### src/rtl/adder_result_fifo.sv
// Result buffer sitting directly behind the synchronous adder.
// Captures {carry,sum} on every adder valid and presents the oldest entry
// first-word-fall-through over a valid/ready handshake. The adder cannot be
// stalled, so a push into a full buffer (without a same-cycle pop) is dropped
// and recorded in a sticky overflow flag.
// All outputs come straight from flops. The next head word is computed
// one cycle ahead so that out_data is registered but still shows a word
// on the cycle after it was pushed.

module adder_result_fifo #(
    parameter int WIDTH = 8,
    parameter int DEPTH = 8
) (
    input  logic                       clk,
    input  logic                       rst_n,
    input  logic [WIDTH:0]             in_sum,
    input  logic                       in_valid,
    output logic [WIDTH:0]             out_data,
    output logic                       out_valid,
    input  logic                       out_ready,
    output logic [$clog2(DEPTH):0]     count,
    output logic                       full,
    output logic                       empty,
    output logic                       overflow,
    input  logic                       clear_ovf
);

    localparam int PW = $clog2(DEPTH);
    localparam int CW = PW + 1;

    localparam logic [PW-1:0]  PTR_ONE  = PW'(1);
    localparam logic [CW-1:0]  CNT_ZERO = CW'(0);
    localparam logic [CW-1:0]  CNT_ONE  = CW'(1);
    localparam logic [CW-1:0]  CNT_FULL = CW'(DEPTH);
    localparam logic [WIDTH:0] DATA_ZERO = {(WIDTH + 1){1'b0}};

    // Storage array; contents are not reset, only the pointers/count are.
    logic [WIDTH:0]  mem_q [DEPTH];

    logic [PW-1:0]   wr_ptr_q, wr_ptr_d;
    logic [PW-1:0]   rd_ptr_q, rd_ptr_d;
    logic [CW-1:0]   count_q, count_d;
    logic            full_q, full_d;
    logic            empty_q, empty_d;
    logic            out_valid_q, out_valid_d;
    logic [WIDTH:0]  out_data_q, out_data_d;
    logic            overflow_q, overflow_d;

    logic            push_s;
    logic            pop_s;
    logic            drop_s;
    logic            head_from_in_s;

    // Handshake decode: a pop frees a slot, so a full buffer still accepts
    // a push in the same cycle it is being read.
    always_comb begin
        pop_s  = out_valid_q && out_ready;
        push_s = in_valid && (!full_q || pop_s);
        drop_s = in_valid && !push_s;
    end

    // Pointer and occupancy next-state.
    always_comb begin
        wr_ptr_d = wr_ptr_q;
        rd_ptr_d = rd_ptr_q;
        count_d  = count_q;

        if (push_s) begin
            wr_ptr_d = wr_ptr_q + PTR_ONE;
        end else begin
            wr_ptr_d = wr_ptr_q;
        end

        if (pop_s) begin
            rd_ptr_d = rd_ptr_q + PTR_ONE;
        end else begin
            rd_ptr_d = rd_ptr_q;
        end

        case ({push_s, pop_s})
            2'b10:   count_d = count_q + CNT_ONE;
            2'b01:   count_d = count_q - CNT_ONE;
            default: count_d = count_q;
        endcase

        empty_d     = (count_d == CNT_ZERO);
        full_d      = (count_d == CNT_FULL);
        out_valid_d = !empty_d;
    end

    // Next head word. When the buffer will hold exactly the word being
    // written this cycle, it is not in the array yet, so bypass in_sum.
    always_comb begin
        head_from_in_s = push_s &&
                         ((count_q == CNT_ZERO) || (pop_s && (count_q == CNT_ONE)));

        if (empty_d) begin
            out_data_d = DATA_ZERO;
        end else if (head_from_in_s) begin
            out_data_d = in_sum;
        end else begin
            out_data_d = mem_q[rd_ptr_d];
        end
    end

    // Sticky overflow; a drop in the same cycle as a clear keeps it set.
    always_comb begin
        if (drop_s) begin
            overflow_d = 1'b1;
        end else if (clear_ovf) begin
            overflow_d = 1'b0;
        end else begin
            overflow_d = overflow_q;
        end
    end

    // Control and output registers with synchronous active-low reset.
    always_ff @(posedge clk) begin
        if (!rst_n) begin
            wr_ptr_q    <= {PW{1'b0}};
            rd_ptr_q    <= {PW{1'b0}};
            count_q     <= CNT_ZERO;
            full_q      <= 1'b0;
            empty_q     <= 1'b1;
            out_valid_q <= 1'b0;
            out_data_q  <= DATA_ZERO;
            overflow_q  <= 1'b0;
        end else begin
            wr_ptr_q    <= wr_ptr_d;
            rd_ptr_q    <= rd_ptr_d;
            count_q     <= count_d;
            full_q      <= full_d;
            empty_q     <= empty_d;
            out_valid_q <= out_valid_d;
            out_data_q  <= out_data_d;
            overflow_q  <= overflow_d;
        end
    end

    // Array write; nothing is stored while reset is asserted.
    always_ff @(posedge clk) begin
        if (rst_n && push_s) begin
            mem_q[wr_ptr_q] <= in_sum;
        end
    end

    assign out_data  = out_data_q;
    assign out_valid = out_valid_q;
    assign count     = count_q;
    assign full      = full_q;
    assign empty     = empty_q;
    assign overflow  = overflow_q;

endmodule

### config.mk
export PLATFORM = sky130hd
export DESIGN_NAME = adder_result_fifo
export DESIGN_NICKNAME = d
export VERILOG_FILES = /design/src/rtl/adder_result_fifo.sv
export SDC_FILE = /design/constraint.sdc
export NUM_CORES = 1
export LEC_CHECK = 0
export ABC_AREA = 1
export CAP_MARGIN = 20
export CORE_MARGIN = 4
export CORE_UTILIZATION = 50
export DETAILED_ROUTE_END_ITERATION = 8
export HOLD_SLACK_MARGIN = 0.05
export PLACE_DENSITY = 0.7
export SYNTH_ARGS = -nofsm -noshare
export SYNTH_HDL_FRONTEND = slang
export SYNTH_SLANG_ARGS = --single-unit
export TNS_END_PERCENT = 30
### constraint.sdc
create_clock -name clk -period 2.4 [get_ports clk]
set_input_delay 0.36 -clock clk [delete_from_list [all_inputs] [get_ports clk]]
set_output_delay 0.36 -clock clk [all_outputs]
set_load 0.005 [all_outputs]
Word-level counts from Yosys, hierarchy flattened
Memory sizes are Yosys's and may differ from the RTL's. Index checks and enable logic that the tools add are counted.

Register bits after elaboration: 23. Bits in latches: 0. Bits in writable memories: 72. ROM bits: 0. Input port bits: 14. Output and inout bits: 17. Logic and storage cells: 40. Memories kept: 1.

Memory list: mem_q (depth 8, width 9, read ports 1, clocked after Yosys merged registers in 0, write ports 1, line 38) `logic [WIDTH:0] mem_q [DEPTH];`.

Add/subtract/negate cells: 4. $mul: 0. Divide/modulo/power cells: 0. Order comparisons: 0. Eq/ne operators: 4. Shift-type cells: 0. Muxes and demuxes: 7. Bitwise logic cells: 1. Reduce and logical (&&, ||, !) cells: 15.

Operators by type and width (count): $mux W9 (1); $logic_not A4 Y1 (2); $pmux W4 S2 (1); $add A3 B1 Y3 const B (2); $logic_and A1 B1 Y1 (6); $add A4 B1 Y4 const B (1); $eq A4 B1 Y1 const B (1); $eq A4 B4 Y1 const B (1); $mux W1 (4); $sub A4 B1 Y4 const B (1); $logic_not A1 Y1 (3); $mux W3 (1); $eq A2 B1 Y1 const B (1); $eq A2 B2 Y1 const B (1); $logic_or A1 B1 Y1 (2); $reduce_bool A2 Y1 (1); $reduce_or A2 Y1 (1); $not A1 Y1 (1).

Longest topological paths before layout
Gate-level depths: netlist (run 1).

Word-level depth: 7. Mapped depth: 16. Mapped depth without buffers: 15.

Worst setup path after synthesis (run 1)
OpenSTA, ideal clock, no wires.

Path kind: register to register. Start: reg out_valid_q, in the netlist out_valid. End: mem mem_q[0][0] in the netlist's numbering, enable pin. Setup time: 0.387 ns. Arrival time: 1.538 ns. Required time: 2.013 ns. Slack: 0.475 ns. Cell stages (with the launch flop): 7. Path buffers: 0. Period minus slack after synthesis: 1.925 ns. Path through: dfxtp_1 nand2_4 nand2_2 nand2_4 inv_4 nand2_1 nor3_1.

Cells in the longest elaborated chain, start to end: 6.

Ends and longest elaborated chain: start: declaration (line 45) `logic out_valid_q, out_valid_d;`; start signal: assignment (line 134) `out_valid_q <= out_valid_d;`; $logic_and A1 B1 Y1 (line 57) `pop_s = out_valid_q && out_ready;`; $logic_or A1 B1 Y1 (line 58) `push_s = in_valid && (!full_q || pop_s);`; $logic_and A1 B1 Y1 (line 58); via push_s (line 49) `logic push_s;`; $logic_and A1 B1 Y1 (line 142) `if (rst_n && push_s) begin`; $mux W1 (line 142); $mux W1 (not written as such) (line 143) `mem_q[wr_ptr_q] <= in_sum;`; end: declaration (line 38).

The timed path passes the listed nets, and every way through them passes these cells.

Worst setup path after layout (run 1)
Start: in out_ready. End: reg out_data_q[3], in the netlist out_data[3].

Cells in the longest elaborated chain, start to end: 7. Elaborated cells between the ends (all ways): 14. Those cells by class: eq/ne: 2; mux: 3; reduce/logical: 8; memory: 1.

Ends and longest elaborated chain: start: declaration (line 20) `input logic out_ready,`; $logic_and A1 B1 Y1 (*) (line 57); $logic_or A1 B1 Y1 (line 58); $logic_and A1 B1 Y1 (line 58); $eq A2 B1 Y1 / $eq A2 B2 Y1 (equally long branches) (line 80) `case ({push_s, pop_s})`; $pmux W4 S2 (line 80); $logic_not A4 Y1 (line 86) `empty_d = (count_d == CNT_ZERO);`; $reduce_or A2 Y1 (no source line); end signal: assignment (line 135) `out_data_q <= out_data_d;`; end: declaration (line 46) `logic [WIDTH:0] out_data_q, out_data_d;`.

Every way passes the cells marked *; elsewhere a longest branch is shown, timed or not. A chain may end at the register's enable or synchronous reset.

==> flow_metrics.env, run 1 <==
export IMPL_cts_clk_slew_worst_paths_ns=0.09
export IMPL_p_per_area_nw_per_um2=959
export IMPL_route_detailed_drc=0
export IMPL_area_growth_pct=18.1
export IMPL_grt_max_degree=29
export IMPL_power_leakage_nw=1.98
export IMPL_start_util=0.527
export IMPL_arrival_ns=2.42
export IMPL_n_fill_cell=658
export IMPL_clkPwrFrac=0.217
export IMPL_cts_root_buf="clkbuf_8"
export IMPL_grt_pass1_wl_um=14600
export IMPL_fin_nets=498
export IMPL_antenna_left=0
export IMPL_run_status="complete, no violations"
export IMPL_drv_cap=0
export IMPL_ys_ff_latch=95
export IMPL_slew_viol_final=0
export IMPL_startpoint="out_ready"
export IMPL_ys_types=28
export IMPL_diodes=0
export IMPL_ys_seq_area_frac=0.631
export IMPL_r2r_start="out_valid$_SDFF_PN0_"
export IMPL_synth_cell_area_um2=4160
export IMPL_first_iter_violations=141
export IMPL_rsz0062_at_grt="no"
export IMPL_coreArea_um2=7890
export IMPL_share_seq_of_total_power=0.428
export IMPL_postCtsSetupRepairBufs=0
export IMPL_p_int_mw=3.09
export IMPL_setup_ws_ns=0.236
export IMPL_viasPerCell=5.09
export IMPL_hp_class="flip-flop to flip-flop"
export IMPL_min_from="overflow$_SDFFE_PN0P_"
export IMPL_net_switching_power_mw=1.62
export IMPL_vdd_drop_max_uv=534
export IMPL_synthMuxAreaShare=0
export IMPL_worstSetupStartpointType="input pin"
export IMPL_synthesis_nets=445
export IMPL_fin_cells=582
export IMPL_insertion_delay_ns=0.35
export IMPL_synth_top_family_by_area="simple AND/OR/NAND/NOR gates"
export IMPL_dpl_worst_slack_ns=-0.126
export IMPL_cts_max_path_buffers=2
export IMPL_routed_wirelength_um=8610
export IMPL_antenna_found_initial=0
export IMPL_cts_tree="built"
export IMPL_synth_compound_gate_area_share=0.0202
export IMPL_swShare=0.345
export IMPL_gr_total_overflow=0
export IMPL_dieArea_um2=9840
export IMPL_die_x_um=99.2
export IMPL_setup_viol=0
export IMPL_num_vias=2964
export IMPL_synthXorXnorAreaFrac=0
export IMPL_die_h_um=99.2
export IMPL_end_kind="flip-flop"
export IMPL_critPathMaxFanout=11
export IMPL_tightest_slew_ns=0.380
export IMPL_cts_buffers=9
export IMPL_yosys_area_share_simple=0.278
export IMPL_fin_skew_ns=0.00634
export IMPL_num_rows=32
export IMPL_grt_pass1_vias=2912
export IMPL_ctsHoldBuffers=0
export IMPL_grtUsageTotal=0.189
export IMPL_finalCritPeriodShare=0.901
export IMPL_period_minus_slack_ns=2.16
export IMPL_yosysTopAreaCellShare=0.520
export IMPL_synth_fa_ha_area_frac=0.0271
export IMPL_drive_gt1_frac=0.121
export IMPL_portBuffers=30
export IMPL_dp_cells=566
export IMPL_dp_hpwl_um=5840
export IMPL_placed_area_um2=4720
export IMPL_syn_inst=422
export IMPL_crit_type="input pin to flip-flop"
export IMPL_cts_resized=0
export IMPL_final_area_um2=4910
export IMPL_max_slew_margin=0.746
export IMPL_htreeDepth=3
export IMPL_avgRoutedWirePerCell_um=14.8
export IMPL_finalHoldViolCount=0
export IMPL_cp_required_ns=2.66
export IMPL_combPwrFrac=0.355
export IMPL_pin_count=31
export IMPL_synth_top_area_cell="edfxtp_1"
export IMPL_fmax_mhz=462
export IMPL_dr_pass1_iters=4
export IMPL_postSynthAreaPerCell_um2=9.85
export IMPL_ys_warn_count=0
export IMPL_utilization=0.623
export IMPL_netlist_top_cells_area="edfxtp_1, dfxtp_1, nand2_1"
export IMPL_routabilityCongestion=0.870
export IMPL_cts_sinks=95
[metrics by stage]
| stage | power [mW] | hold slack (ns) | setup TNS [ns] |
|---|---|---|---|
| after global routing | 5.06 | 0.532 | 0 |
| after floorplan | 3.10 | 0.459 | 0 |
| after detailed placement | 3.72 | 0.488 | -0.994 |
| after CTS | 4.74 | 0.500 | 0 |
| after global placement | 3.68 | 0.453 | -0.187 |
| final | 4.71 | 0.490 | 0 |
[path summary, 6_finish.rpt]
| kind | cells after the start | endpoint | slack [ns] |
|---|---|---|---|
| setup / recovery | 13 | out_data[3]$_SDFF_PP0_ | 0.24 |
| hold reg to reg | 2 | overflow$_SDFFE_PN0P_ | 0.49 |
| hold / removal | 2 | overflow$_SDFFE_PN0P_ | 0.49 |
| setup reg to reg | 12 | out_data[3]$_SDFF_PP0_ | 0.28 |
[synthesized netlist by cell type]
master,n
nor3_1,4
buf_6,1
inv_2,1
clkbuf_1,1
ha_1,9
nand2_1,117
a21oi_1,7
nand2_2,3
nand4_1,1
o211ai_1,1
edfxtp_1,72
or2_0,1
nand3_2,1
o21ai_4,1
dfxtp_1,23
inv_1,27
or2_2,8
o21a_1,1
nand2_4,4
clkinv_1,2
nand3_1,64
nand3_4,1
inv_4,1
a21o_1,1
o21ai_0,2
nor2_1,59
buf_4,2
buf_2,7
[power by group through the flow]
stage / Clock, mW / Combinational (mW) / Sequential [mW]
2_1_floorplan: 0 / 1.06 / 2.04
3_3_place_gp: 0 / 1.63 / 2.05
3_5_place_dp: 0 / 1.67 / 2.05
4_1_cts: 1.05 / 1.68 / 2.01
5_1_grt: 1.12 / 1.91 / 2.03
6_report: 1.02 / 1.67 / 2.01
[final cells by class]
cell class              instances  area, µm²  share of cell area
clock buffers                   9        124              0.0252
clock inverters                 7       70.1              0.0143
inverters                      31        119              0.0242
multi-input cells             285       1350               0.275
flip-flops and latches         95       2620               0.534
well taps                     102        128              0.0260
repair buffers                 53        498               0.101
[cells by family after synthesis]
logic type	Yosys count
buffers and inverters	42
DFF	95
adders and majority gates	9
AOI/OAI and AO/OA	13
and+or+nand+nor	263
[critical path, cell delays in order]
cell and delay [ns]:
clkdlybuf4s50_1 0.52, nand2_4 0.06, nand2_2 0.08, nand2_4 0.07, ha_1 0.38, inv_1 0.12, nand3_1 0.11, a21oi_1 0.14
nand2_1 0.08, nand2_1 0.06, nand2_1 0.24, nand2_1 0.14, nor2_1 0.06
[state kept, by name, summed over array words and instances, names as in the netlist]
signal / cells
mem_q: 72
out_data: 9
count: 4
rd_ptr_q: 3
wr_ptr_q: 3
empty: 1
full: 1
out_valid: 1
overflow: 1
[layer usage]
layer	up-vias	track usage	wire [µm]
met5	-	0	0
met4	0	0.0483	87
met3	12	0.0491	735
met2	95	0.294	3900
met1	1348	0.264	3890
li1	1509	-	-
[cells in the final DEF (no fill, tap or decap), types with 9 or more instances in the layout]
| master | netlist | layout |
|---|---|---|
| inv_1 | 27 | 27 |
| clkdlybuf4s50_1 | 0 | 30 |
| clkbuf_8 | 0 | 9 |
| nand2_1 | 117 | 117 |
| nand3_1 | 64 | 64 |
| edfxtp_1 | 72 | 72 |
| dfxtp_1 | 23 | 23 |
| ha_1 | 9 | 9 |
| nor2_1 | 59 | 59 |
| buf_4 | 2 | 21 |
(Power assumes the default switching activity.)
==> inputs of run 2 (changes only) <==
--- a/config.mk
+++ b/config.mk
@@ -7,7 +7,6 @@
 export LEC_CHECK = 0
 export ABC_AREA = 1
 export CAP_MARGIN = 20
-export CORE_MARGIN = 4
 export CORE_UTILIZATION = 50
 export DETAILED_ROUTE_END_ITERATION = 8
 export HOLD_SLACK_MARGIN = 0.05
==> flow_metrics.env, run 2 (synthesis gave the netlist of run 1 again) <==
export IMPL_run_status="complete, no violations"
export IMPL_largest_reg_flops=72
export IMPL_avgRoutedWirePerCell_um=14.4
export IMPL_finalCritPeriodShare=0.893
export IMPL_cts_clk_slew_worst_paths_ns=0.08
export IMPL_critPathMaxFanout=11
export IMPL_utilization=0.626
export IMPL_cts_max_path_buffers=2
export IMPL_ctsHoldBuffers=0
export IMPL_max_slew_margin=0.757
export IMPL_die_x_um=93.2
export IMPL_combPwrFrac=0.346
export IMPL_placed_area_um2=4720
export IMPL_largest_register="mem_q"
export IMPL_final_area_um2=4940
export IMPL_cts_sinks=95
export IMPL_grt_max_degree=29
export IMPL_htreeDepth=3
export IMPL_cpMostUsedCell="nand2_1"
export IMPL_start_util=0.527
export IMPL_path_cells="clkdlybuf4s50_1, nand2_4, nand2_2, nand2_4, ha_1, inv_1, nand3_1, a21oi_1, nand2_1, nand2_1, nand2_1, nand2_1, nor2_1"
export IMPL_cp_required_ns=2.65
export IMPL_dpl_worst_slack_ns=-0.113
export IMPL_finalHoldViolCount=0
export IMPL_dr_pass1_iters=4
export IMPL_insertion_delay_ns=0.36
export IMPL_share_seq_of_total_power=0.415
export IMPL_setup_ws_ns=0.256
export IMPL_postCtsSetupRepairBufs=0
export IMPL_num_vias=2951
export IMPL_dieArea_um2=8680
export IMPL_fmax_mhz=466
export IMPL_crit_type="input pin to flip-flop"
export IMPL_grt_pass1_wl_um=13400
export IMPL_antenna_found_initial=0
export IMPL_swShare=0.337
export IMPL_cts_buffers=9
export IMPL_slowest_delay_ns=0.52
export IMPL_portBuffers=30
export IMPL_critical_path_top_delay_family="simple AND/OR/NAND/NOR gates"
export IMPL_area_growth_pct=18.8
export IMPL_p_int_mw=3.21
export IMPL_grtUsageTotal=0.205
export IMPL_rsz0062_at_grt="no"
export IMPL_slew_viol_final=0
export IMPL_grt_pass1_vias=2641
export IMPL_worstSetupStartpointType="input pin"
export IMPL_arrival_ns=2.39
export IMPL_diodes=0
export IMPL_gr_total_overflow=0
export IMPL_fin_skew_ns=0.0123
export IMPL_num_rows=32
export IMPL_period_minus_slack_ns=2.14
export IMPL_first_iter_violations=143
export IMPL_hp_class="flip-flop to flip-flop"
export IMPL_antenna_left=0
export IMPL_routabilityCongestion=0.869
export IMPL_setup_viol=0
export IMPL_cts_tree="built"
export IMPL_dp_hpwl_um=5730
export IMPL_cp_num_buf_inv=2
export IMPL_clkPwrFrac=0.239
export IMPL_cts_resized=0
export IMPL_coreArea_um2=7890
export IMPL_n_fill_cell=634
export IMPL_cpMaxStageDelayCell="clkdlybuf4s50_1"
export IMPL_layout_common_cells="nand2_1, edfxtp_1, nand3_1"
export IMPL_cts_root_buf="clkbuf_8"
export IMPL_fin_nets=498
export IMPL_tightest_slew_ns=0.363
export IMPL_routed_wirelength_um=8410
export IMPL_die_h_um=93.2
export IMPL_vdd_drop_max_uv=463
export IMPL_drv_cap=0
export IMPL_net_switching_power_mw=1.63
export IMPL_end_kind="flip-flop"
export IMPL_drive_gt1_frac=0.121
export IMPL_pin_count=31
export IMPL_power_leakage_nw=1.99
export IMPL_final_common_cell="nand2_1"
export IMPL_p_per_area_nw_per_um2=981
export IMPL_viasPerCell=5.07
export IMPL_route_detailed_drc=0
[run 2: power by group through the flow]
stage	clock (mW)	combinational (mW)	sequential, mW
2_1_floorplan	0	1.06	2.04
3_3_place_gp	0	1.65	2.05
6_report	1.16	1.68	2.01
3_5_place_dp	0	1.68	2.05
5_1_grt	1.23	1.89	2.03
4_1_cts	1.17	1.69	2.01
[run 2: cell type report]
class / instances / area, µm² / area share
flip-flops and latches: 95 / 2620 / 0.531
multi-input cells: 285 / 1350 / 0.274
repair buffers: 53 / 498 / 0.101
clock buffers: 10 / 128 / 0.0258
well taps: 102 / 128 / 0.0258
inverters: 31 / 119 / 0.0241
clock inverters: 6 / 92.6 / 0.0187
[run 2: worst paths after layout]
| kind | from | end | slack, ns | depth (start not counted) |
|---|---|---|---|---|
| min reg2reg | overflow$_SDFFE_PN0P_ | overflow$_SDFFE_PN0P_ | 0.47 | 2 |
| min | overflow$_SDFFE_PN0P_ | overflow$_SDFFE_PN0P_ | 0.47 | 2 |
| max reg2reg | out_valid$_SDFF_PN0_ | out_data[8]$_SDFF_PP0_ | 0.35 | 12 |
| max | out_ready | out_data[8]$_SDFF_PP0_ | 0.26 | 13 |
[run 2: worst register-to-register path, stage by stage, from the launching register on]
cell     delay, ns
dfxtp_1       0.43
nand2_4       0.08
nand2_2       0.08
nand2_4       0.07
ha_1          0.37
inv_1         0.12
nand3_1       0.11
a21oi_1       0.14
nand2_1       0.07
nand2_1       0.06
nand2_1       0.23
nand2_1       0.15
nor2_1        0.05
[run 2: metal layers]
metal / wire length, µm / up-vias / part of all wire / track usage
met5: 0 / - / 0 / 0
met1: 4010 / 1357 / 0.48 / 0.296
li1: - / 1501 / - / -
met4: 76 / 0 / 0.0090 / 0.0590
met3: 478 / 9 / 0.057 / 0.0293
met2: 3840 / 84 / 0.46 / 0.322
[run 2: stage by stage]
step                setup TNS, ns  total power, mW  hold WS (ns)  instances
floorplan                       0             3.10         0.459        422
global placement           -0.244             3.70         0.455        566
detailed placement         -0.909             3.73         0.464        566
CTS                             0             4.87         0.476        582
global route                    0             5.14         0.503        582
finish                          0             4.84         0.468        582
==> inputs of run 3 (changes only) <==
==> constraint.sdc (replaced) <==
create_clock -name clk -period 2.8 [get_ports clk]
set_input_delay 0.42 -clock clk [delete_from_list [all_inputs] [get_ports clk]]
set_output_delay 0.42 -clock clk [all_outputs]
set_load 0.005 [all_outputs]
==> flow_metrics.env, run 3 (synthesis gave the netlist of run 1 again) <==
export IMPL_run_status="complete, no violations"
export IMPL_viasPerCell=5.05
export IMPL_grtUsageTotal=0.207
export IMPL_power_mw=3.93
export IMPL_critPathMaxFanout=11
export IMPL_clkPwrFrac=0.218
export IMPL_drv_cap=0
export IMPL_setup_viol=0
export IMPL_combPwrFrac=0.343
export IMPL_cts_clk_slew_worst_paths_ns=0.09
export IMPL_rsz0062_at_grt="no"
export IMPL_finalHoldViolCount=0
export IMPL_power_leakage_nw=1.92
export IMPL_path_cells="clkdlybuf4s50_1, nand2_4, nand2_2, nand2_4, ha_1, inv_1, nand3_1, a21oi_1, nand2_1, nand2_1, nand2_1, nand2_1, nor2_1"
export IMPL_tightest_slew_ns=0.594
export IMPL_gr_total_overflow=0
export IMPL_cp_num_buf_inv=2
export IMPL_end_kind="flip-flop"
export IMPL_largest_register="mem_q"
export IMPL_share_seq_of_total_power=0.439
export IMPL_reg2reg_depth=12
export IMPL_cpMostUsedCell="nand2_1"
export IMPL_tns_ns=0
export IMPL_final_area_um2=4790
export IMPL_startpoint="out_ready"
export IMPL_drive_gt1_frac=0.102
export IMPL_dp_hpwl_um=5610
export IMPL_p_int_mw=2.49
export IMPL_layout_common_cells="nand2_1, edfxtp_1, nand3_1"
export IMPL_diodes=0
export IMPL_cts_resized=0
export IMPL_net_switching_power_mw=1.43
export IMPL_cpMaxStageDelayCell="clkdlybuf4s50_1"
export IMPL_start_util=0.527
export IMPL_cp_required_ns=3.05
export IMPL_insertion_delay_ns=0.35
export IMPL_r2r_slack_ns=0.62
export IMPL_vdd_drop_max_uv=394
export IMPL_portBuffers=30
export IMPL_swShare=0.365
export IMPL_area_growth_pct=15.3
export IMPL_final_common_cell="nand2_1"
export IMPL_die_h_um=93.2
export IMPL_cts_root_buf="clkbuf_8"
export IMPL_ctsHoldBuffers=0
export IMPL_coreArea_um2=7890
export IMPL_num_vias=2885
export IMPL_grt_pass1_wl_um=13400
export IMPL_fin_nets=487
export IMPL_reg2reg_to="out_data[8]$_SDFF_PP0_"
export IMPL_dr_pass1_iters=5
export IMPL_min_from="overflow$_SDFFE_PN0P_"
export IMPL_period_minus_slack_ns=2.33
export IMPL_p_per_area_nw_per_um2=819
export IMPL_antenna_found_initial=0
export IMPL_crit_type="input pin to flip-flop"
export IMPL_routed_wirelength_um=8420
export IMPL_max_slew_margin=0.603
export IMPL_critical_path_top_delay_family="simple AND/OR/NAND/NOR gates"
export IMPL_num_rows=32
export IMPL_placed_area_um2=4610
export IMPL_whs_endpoint="overflow$_SDFFE_PN0P_"
export IMPL_postCtsSetupRepairBufs=0
export IMPL_fin_skew_ns=0.0116
export IMPL_dieArea_um2=8680
export IMPL_grt_max_degree=29
export IMPL_grt_pass1_vias=2585
export IMPL_r2r_start="out_valid$_SDFF_PN0_"
export IMPL_arrival_ns=2.59
export IMPL_hp_class="flip-flop to flip-flop"
export IMPL_cts_buffers=9
export IMPL_die_x_um=93.2
export IMPL_slew_viol_final=0
export IMPL_cts_max_path_buffers=2
export IMPL_first_iter_violations=173
export IMPL_route_detailed_drc=0
export IMPL_hold_depth=2
export IMPL_antenna_left=0
export IMPL_htreeDepth=3
export IMPL_avgRoutedWirePerCell_um=14.8
export IMPL_finalCritPeriodShare=0.834
export IMPL_largest_reg_flops=72
export IMPL_pin_count=31
export IMPL_routabilityCongestion=0.813
export IMPL_worstSetupStartpointType="input pin"
export IMPL_cts_sinks=95
export IMPL_fmax_mhz=428
export IMPL_cts_tree="built"
export IMPL_slowest_delay_ns=0.56
[run 3: power groups by stage]
stage | Combinational [mW] | Sequential, mW | Clock, mW
floorplan | 0.909 | 1.75 | 0
global placement | 1.32 | 1.76 | 0
detailed placement | 1.34 | 1.76 | 0
CTS | 1.35 | 1.72 | 0.867
global route | 1.52 | 1.74 | 0.912
finish | 1.35 | 1.72 | 0.856
[run 3: final cells by class]
cell class | instances | area (µm²)
Clock buffer | 9 | 124
Clock inverter | 7 | 60.1
Fill cell | 659 | 3090
Inverter | 31 | 119
Multi-Input combinational cell | 285 | 1350
Sequential cell | 95 | 2620
Tap cell | 102 | 128
Timing Repair Buffer | 42 | 390
[run 3: tightest hold or removal path: cells and delay by family, from the launching register on]
kind / cells / cell delay (ns)
simple gates: 1 / 0.07
flops: 1 / 0.32
compound gates: 1 / 0.05
[run 3: stage by stage]
stage / hold slack, ns / std cells / setup slack [ns] / util
after floorplan: 0.460 / 422 / 0.875 / -
final: 0.479 / 571 / 0.466 / 0.608
after global placement: 0.453 / 555 / 0.199 / 0.585
after CTS: 0.482 / 571 / 0.484 / 0.608
after global routing: 0.493 / 571 / 0.271 / 0.608
after detailed placement: 0.469 / 555 / 0.146 / 0.585
[run 3: metal layers]
| metal | up-vias | wire, µm | track usage |
|---|---|---|---|
| li1 | 1485 | - | - |
| met3 | 6 | 436 | 0.0268 |
| met5 | - | 0 | 0 |
| met4 | 0 | 60 | 0.0577 |
| met1 | 1330 | 4150 | 0.309 |
| met2 | 64 | 3780 | 0.317 |
[run 3: worst max-delay path by stage]
stage,endpoint,slack [ns],cells after the start
3_3_place_gp,out_data[7]$_SDFF_PP0_,0.20,13
3_5_place_dp,out_data[7]$_SDFF_PP0_,0.15,13
5_1_grt,out_data[3]$_SDFF_PP0_,0.27,14
6_report,out_data[8]$_SDFF_PP0_,0.47,13
2_1_floorplan,mem_q[0][0]$_DFFE_PP_,0.88,6
4_1_cts,out_data[8]$_SDFF_PP0_,0.48,13
